<file path="config.mk">
export PLATFORM = sky130hd
export DESIGN_NAME = serial_add_accum
export DESIGN_NICKNAME = d
export VERILOG_FILES = /design/src/rtl/serial_add_accum.sv
export SDC_FILE = /design/constraint.sdc
export NUM_CORES = 1
export LEC_CHECK = 0
export CAP_MARGIN = 40
export CORE_MARGIN = 2
export CORE_UTILIZATION = 51
export CTS_CLUSTER_SIZE = 14
export DETAILED_ROUTE_END_ITERATION = 7
export GPL_TIMING_DRIVEN = 0
export PLACE_DENSITY = 0.83
export SLEW_MARGIN = 20
export SYNTH_ARGS = -nofsm -noshare
export SYNTH_HDL_FRONTEND = slang
export SYNTH_SLANG_ARGS = --single-unit
</file>
<file path="constraint.sdc">
create_clock -name clk -period 1.79 [get_ports clk]
set_input_delay 0.179 -clock clk [delete_from_list [all_inputs] [get_ports clk]]
set_output_delay 0.179 -clock clk [all_outputs]
set_load 0.005 [all_outputs]
</file>
<file path="src/rtl/serial_add_accum.sv">
// serial_add_accum: bit-serial adder/subtractor, LSB-first through one full-adder
// cell and a carry flop. Result, carry-out and signed overflow are held until the
// next completion.
// Optional feature macro: SERIAL_ADD_ACCUM_EN (acc=1 loads operand A from sum).
module serial_add_accum #(
   parameter int unsigned WIDTH = 8
) (
   input  logic             clk,
   input  logic             rst_n,
   input  logic             start,
   input  logic [WIDTH-1:0] a,
   input  logic [WIDTH-1:0] b,
   input  logic             sub,
   input  logic             acc,
   output logic             busy,
   output logic             done,
   output logic [WIDTH-1:0] sum,
   output logic             carry_out,
   output logic             overflow
);

   localparam int unsigned CNT_W = (WIDTH > 1) ? $clog2(WIDTH) : 1;

   typedef enum logic [1:0] {
      IDLE = 2'd0,
      RUN  = 2'd1,
      DONE = 2'd2
   } state_t;

   state_t           state_q, state_d;
   logic [WIDTH-1:0] opa_q, opa_d;
   logic [WIDTH-1:0] opb_q, opb_d;
   logic [WIDTH-1:0] res_q, res_d;
   logic [CNT_W-1:0] cnt_q, cnt_d;
   logic             c_q, c_d;
   logic [WIDTH-1:0] sum_q, sum_d;
   logic             carry_q, carry_d;
   logic             ovf_q, ovf_d;
   logic             busy_q, busy_d;
   logic             done_q, done_d;

   logic [WIDTH-1:0] opa_load_c;
   logic             bit_s_c;
   logic             bit_c_c;

`ifdef SERIAL_ADD_ACCUM_EN
   // Operand A source: running accumulator or port a
   assign opa_load_c = acc ? sum_q : a;
`else
   logic unused_acc;
   assign opa_load_c = a;
   assign unused_acc = acc;
`endif

   // Single full-adder cell on the current LSBs and the carry flop
   assign bit_s_c = opa_q[0] ^ opb_q[0] ^ c_q;
   assign bit_c_c = (opa_q[0] & opb_q[0]) | (opa_q[0] & c_q) | (opb_q[0] & c_q);

   // Next-state and datapath update
   always_comb begin
      state_d = state_q;
      opa_d   = opa_q;
      opb_d   = opb_q;
      res_d   = res_q;
      cnt_d   = cnt_q;
      c_d     = c_q;
      sum_d   = sum_q;
      carry_d = carry_q;
      ovf_d   = ovf_q;
      busy_d  = busy_q;
      done_d  = 1'b0;

      case (state_q)
         IDLE, DONE: begin
            state_d = IDLE;
            busy_d  = 1'b0;
            if (start) begin
               state_d = RUN;
               busy_d  = 1'b1;
               opa_d   = opa_load_c;
               opb_d   = sub ? ~b : b;
               c_d     = sub;
               cnt_d   = '0;
            end
         end
         RUN: begin
            opa_d = {1'b0, opa_q[WIDTH-1:1]};
            opb_d = {1'b0, opb_q[WIDTH-1:1]};
            res_d = {bit_s_c, res_q[WIDTH-1:1]};
            c_d   = bit_c_c;
            cnt_d = cnt_q + CNT_W'(1);
            if (cnt_q == CNT_W'(WIDTH - 1)) begin
               state_d = DONE;
               busy_d  = 1'b0;
               done_d  = 1'b1;
               sum_d   = {bit_s_c, res_q[WIDTH-1:1]};
               carry_d = bit_c_c;
               // c_q here is the carry into the MSB
               ovf_d   = c_q ^ bit_c_c;
            end
         end
         default: begin
            state_d = IDLE;
            busy_d  = 1'b0;
         end
      endcase
   end

   // State and datapath registers with synchronous active-low reset
   always_ff @(posedge clk) begin
      if (!rst_n) begin
         state_q <= IDLE;
         opa_q   <= '0;
         opb_q   <= '0;
         res_q   <= '0;
         cnt_q   <= '0;
         c_q     <= 1'b0;
         sum_q   <= '0;
         carry_q <= 1'b0;
         ovf_q   <= 1'b0;
         busy_q  <= 1'b0;
         done_q  <= 1'b0;
      end else begin
         state_q <= state_d;
         opa_q   <= opa_d;
         opb_q   <= opb_d;
         res_q   <= res_d;
         cnt_q   <= cnt_d;
         c_q     <= c_d;
         sum_q   <= sum_d;
         carry_q <= carry_d;
         ovf_q   <= ovf_d;
         busy_q  <= busy_d;
         done_q  <= done_d;
      end
   end

   assign busy      = busy_q;
   assign done      = done_q;
   assign sum       = sum_q;
   assign carry_out = carry_q;
   assign overflow  = ovf_q;

endmodule
</file>
* Yosys cells after proc, flatten, opt, wreduce, memory -nomap -nowiden
Index checks and enable logic that the tools add are counted.
** Storage, ports and cells
- Register bits :: 42
- Bits of input ports :: 21
- Output and inout bits :: 12
** Operators by class
- $add $sub $neg :: 1
- Eq/ne operators :: 5
- Mux-type cells :: 16
- Bitwise gates (word level) :: 9
- Reduce and logical (&&, ||, !) cells :: 6
** Operators by type and width (number)
- $pmux 8 s2 :: 2
- $mux 8 :: 3
- $not 8->8 :: 1
- $pmux 3 s2 :: 1
- $reduce_and 2->1 :: 3
- $mux 1 :: 5
- $ne 2x2->1 const B :: 2
- $pmux 1 s2 :: 2
- $pmux 2 s2 :: 1
- $add 3x1->3 const B :: 1
- $and 1x1->1 :: 3
- $eq 3x3->1 const B :: 1
- $mux 3 :: 1
- $xor 1x1->1 :: 3
- $eq 2x1->1 const B :: 1
- $eq 2x2->1 const B :: 1
- $logic_not 2->1 :: 1
- $mux 2 :: 1
- $or 1x1->1 :: 2
- $reduce_bool 2->1 :: 1
- $reduce_or 2->1 :: 1

* Longest topological paths before layout
- Depth after elaboration :: 4
- Depth in mapped cells :: 6

* Least setup slack after synthesis
No wires, ideal clock.
- Path type :: reg2reg
- Start point :: register cnt_q[0]
- End point :: register ovf_q (netlist: overflow)
- Library setup time :: 0.116 ns
- Arrival time :: 1.239 ns
- Required time :: 1.674 ns
- Path slack :: 0.434 ns
- Stages on the path, launching flop included :: 6
- Buffers on the path :: 1
- Period minus slack after synthesis :: 1.356 ns
- Cells stage by stage :: dfxtp_1 > ha_1 > ha_1 > and3b_1 > buf_2 > o211a_1
** On the way
- Word-level cells in the longest chain between the ends :: 2
** Ends and longest elaborated chain
- start, declared :: RTL line 34 : logic [CNT_W-1:0] cnt_q, cnt_d;
- start signal, assigned :: RTL line 128 : cnt_q <= cnt_d;
- $eq 3x3->1 :: RTL line 92 : if (cnt_q == CNT_W'(WIDTH - 1)) begin
- $reduce_and 2->1 (no source line)
- end signal, assigned :: RTL line 132 : ovf_q <= ovf_d;
- end, declared :: RTL line 38 : logic ovf_q, ovf_d;
Every way passes these cells.
A chain may end at the register's enable or synchronous reset.

* Worst setup path in the final report
Ends and elaborated chain as after synthesis.

==> results.tsv <==
stage	metric	value	unit
synth	ys_ff_latch	41	
grt	grt_pass1_vias	1343	
placement	gp_congestion	0.813	
floorplanning	fp.coreArea	0.00331	sq mm
placement	dp_hpwl	2340	microns
final_layout	fillers	304	
floorplanning	start_util	52.6	%
routing	wl	3250	microns
setup_path	critPathMaxFanout	10	
setup_path	ff2ff_path_depth	5	
sta	period_minus_slack	1.47	ns
grt	grt_overflow_total	0	
floorplanning	rows	21	
grt	antenna_found_initial	0	
setup_path	arrival	1.73	ns
sta	finalSetupTns	0	ns
final_layout	fin_nets	252	
routing	first_iter_violations	29	
setup_path	cp-end-kind	register	
floorplanning	die-area	0.00390	sq mm
power_and_ir_drop	switching_share	23.8	%
setup_path	max_stage_delay	0.34	ns
synth	yosysTopAreaCellShare	47.1	%
synth	syn-instance-count	192	
clocking	root_buffer	clkbuf_4	
hold_path	hold_class	in2reg	
synth	synth_area	0.00174	sq mm
sta	finalCritPeriodShare	82.4	%
synth	syn_avg_cell_area	9.08	sq um
setup_path	critPathKind	reg2reg	
floorplanning	io_pins	33	
power_and_ir_drop	clkPwrFrac	32.5	%
status	status	complete, no violations	
sta	slew_viol_final	0	
sta	clock_skew	0.00944	ns
routing	wl_per_cell	11.9	microns
sta	setup_viol_count_final	0	
floorplanning	die_y	62.5	microns
routing	vias	1442	
clocking	numCtsBuffers	5	
hold_path	holdPathStages	2	
final_layout	final_common_cell	nand2_1	
clocking	postCtsResizedCells	0	
sta	rsz0062_at_grt	no	
grt	grt_max_degree	13	
routing	ant_nets	0	
power_and_ir_drop	p_per_area	816	mW/mm^2
final_layout	diodes	0	
synth	yosysWarnings	0	
floorplanning	die_w	62.5	microns
power_and_ir_drop	p_total	1.77	mW
final_layout	post_route_cells_drive_above_1_share	7.89	%
power_and_ir_drop	combPwrFrac	12.5	%
placement	place.port_buffers	29	
sta	fmax	678	MHz
synth	ys_top_cells_by_area	dfxtp_1, nand2_1, a21boi_1	
setup_path	cpMostUsedCell	ha_1	
final_layout	final_cell_mix	nand2_1, dfxtp_1, clkdlybuf4s50_1	
grt	grtUsageTotal	19.0	%
clocking	h-tree-depth	2	
routing	drc	0	
setup_path	worst-endpoint-required	2.05	ns
power_and_ir_drop	sequentialPowerShare	55.0	%
synth	synth_top_area_cell	dfxtp_1	
sta	relSlewSlack	70.7	%
setup_path	start_kind	register	
final_layout	area_growth	24.1	%
clocking	post-cts-setup-buffers	0	
grt	grt_pass1_wl	5880	microns
clocking	hold_buffers	0	
power_and_ir_drop	p_int	1.35	mW
run	max_cap_viol_count	0	
routing	vias_per_cell	5.26	
routing	drt_first_pass_iters	4	
synth	synthDistinctLibCells	28	
power_and_ir_drop	p_leak	0.799	nW
clocking	clkSlewWorstSetupHoldPaths	0.12	ns
power_and_ir_drop	ir_drop	619	uV
setup_path	path_cells	ha_1, ha_1, and3b_1, buf_2, o211a_1	
sta	hold_viol	0	
power_and_ir_drop	p_switching	0.419	mW
setup_path	crit_slowest_cell	dfxtp_1	
synth	ys_seq_area_share	47.1	%
clocking	insertion_delay	0.35	ns
sta	tightest_slew	0.439	ns
clocking	cts_tree	built	
synth	synth_nets	216	
sta	whs	0.169	ns
clocking	cts.sink_count	41	
clocking	cts_buffer_depth	2	
registers in the layout (all words and copies together) (netlist names):
| signal | flops |
|---|---|
| opa_q | 8 |
| res_q | 7 |
| cnt_q | 3 |
| carry_out | 1 |
| state_q | 2 |
| c_q | 1 |
| opb_q | 8 |
| busy | 1 |
| overflow | 1 |
| done | 1 |
| sum | 8 |
critical path, delay by kind of cell, from the launching register on:
kind	cells	cell delay [ns]
adders and majority gates	2	0.41
DFF	1	0.34
and+or+nand+nor	1	0.23
AOI/OAI and AO/OA	1	0.21
buffers and inverters	1	0.19
worst paths after layout:
| check | from | endpoint | slack [ns] |
|---|---|---|---|
| max | cnt_q[0]$_SDFFE_PN0P_ | overflow$_SDFFE_PN0P_ | 0.32 |
| min | rst_n | opa_q[1]$_SDFFE_PN0P_ | 0.17 |
| max reg2reg | cnt_q[0]$_SDFFE_PN0P_ | overflow$_SDFFE_PN0P_ | 0.32 |
| min reg2reg | sum[5]$_SDFFE_PN0P_ | sum[5]$_SDFFE_PN0P_ | 0.46 |
routing by layer:
| layer | vias to the layer above | wire length (microns) | share of wire, % | GRT usage [%] |
|---|---|---|---|---|
| met2 | 38 | 1610 | 50 | 34.5 |
| met1 | 667 | 1420 | 44 | 21.2 |
| li1 | 732 | - | - | - |
| met3 | 5 | 177 | 5.4 | 5.59 |
| met5 | - | 0 | 0 | 0 |
| met4 | 0 | 34 | 1.0 | 5.83 |
through the flow:
step	setup WS, ns	util (%)	area [sq um]	std cells
after floorplan	0.434	-	1740	192
after global placement	0.325	63.2	2090	267
after detailed placement	0.316	63.2	2090	267
after CTS	0.298	65.3	2160	274
after global routing	0.180	65.3	2160	274
final	0.316	65.3	2160	274
cell usage after synthesis:
cell      count
nand3_1      20
nor2b_1       2
nand2b_1      1
fa_1          1
clkbuf_2      1
o21a_1        1
o211ai_1      1
buf_4         3
o221ai_1      6
nand3b_1      2
o211a_1       1
buf_6         2
or2b_1        1
nor2_1        1
xnor2_1       1
and3_1        1
a22oi_1       8
a21boi_1     22
dfxtp_1      41
ha_1          2
xor2_1        8
buf_2         5
clkbuf_1      4
o21ai_0       1
and3b_1       1
and2_1        3
a21boi_0      7
nand2_1      45
power by group through the flow:
stage                     Sequential [mW]  Clock (mW)  Combinational [mW]
after floorplan                     0.987           0               0.145
after global placement              0.990           0               0.218
after detailed placement            0.991           0               0.221
after CTS                           0.970       0.582               0.222
after global routing                0.976       0.633               0.248
final                               0.970       0.574               0.221
cells by family after synthesis:
family / after synthesis / share of synthesized area [%]
and+or+nand+nor: 77 / 20.0
AOI/OAI and AO/OA: 47 / 20.7
DFF: 41 / 47.1
buffers and inverters: 15 / 5.17
xor gates and xnor gates: 9 / 4.52
adders and majority gates: 3 / 2.58
layout make-up:
class	count	area (sq um)	area share, %
Buffer	15	90.1	4.16
Clock buffer	5	37.5	1.74
Clock inverter	2	35.0	1.62
Multi-Input combinational cell	136	832	38.5
Sequential cell	41	821	37.9
Tap cell	46	57.6	2.66
Timing Repair Buffer	29	290	13.4
(Power assumes the default switching activity.)
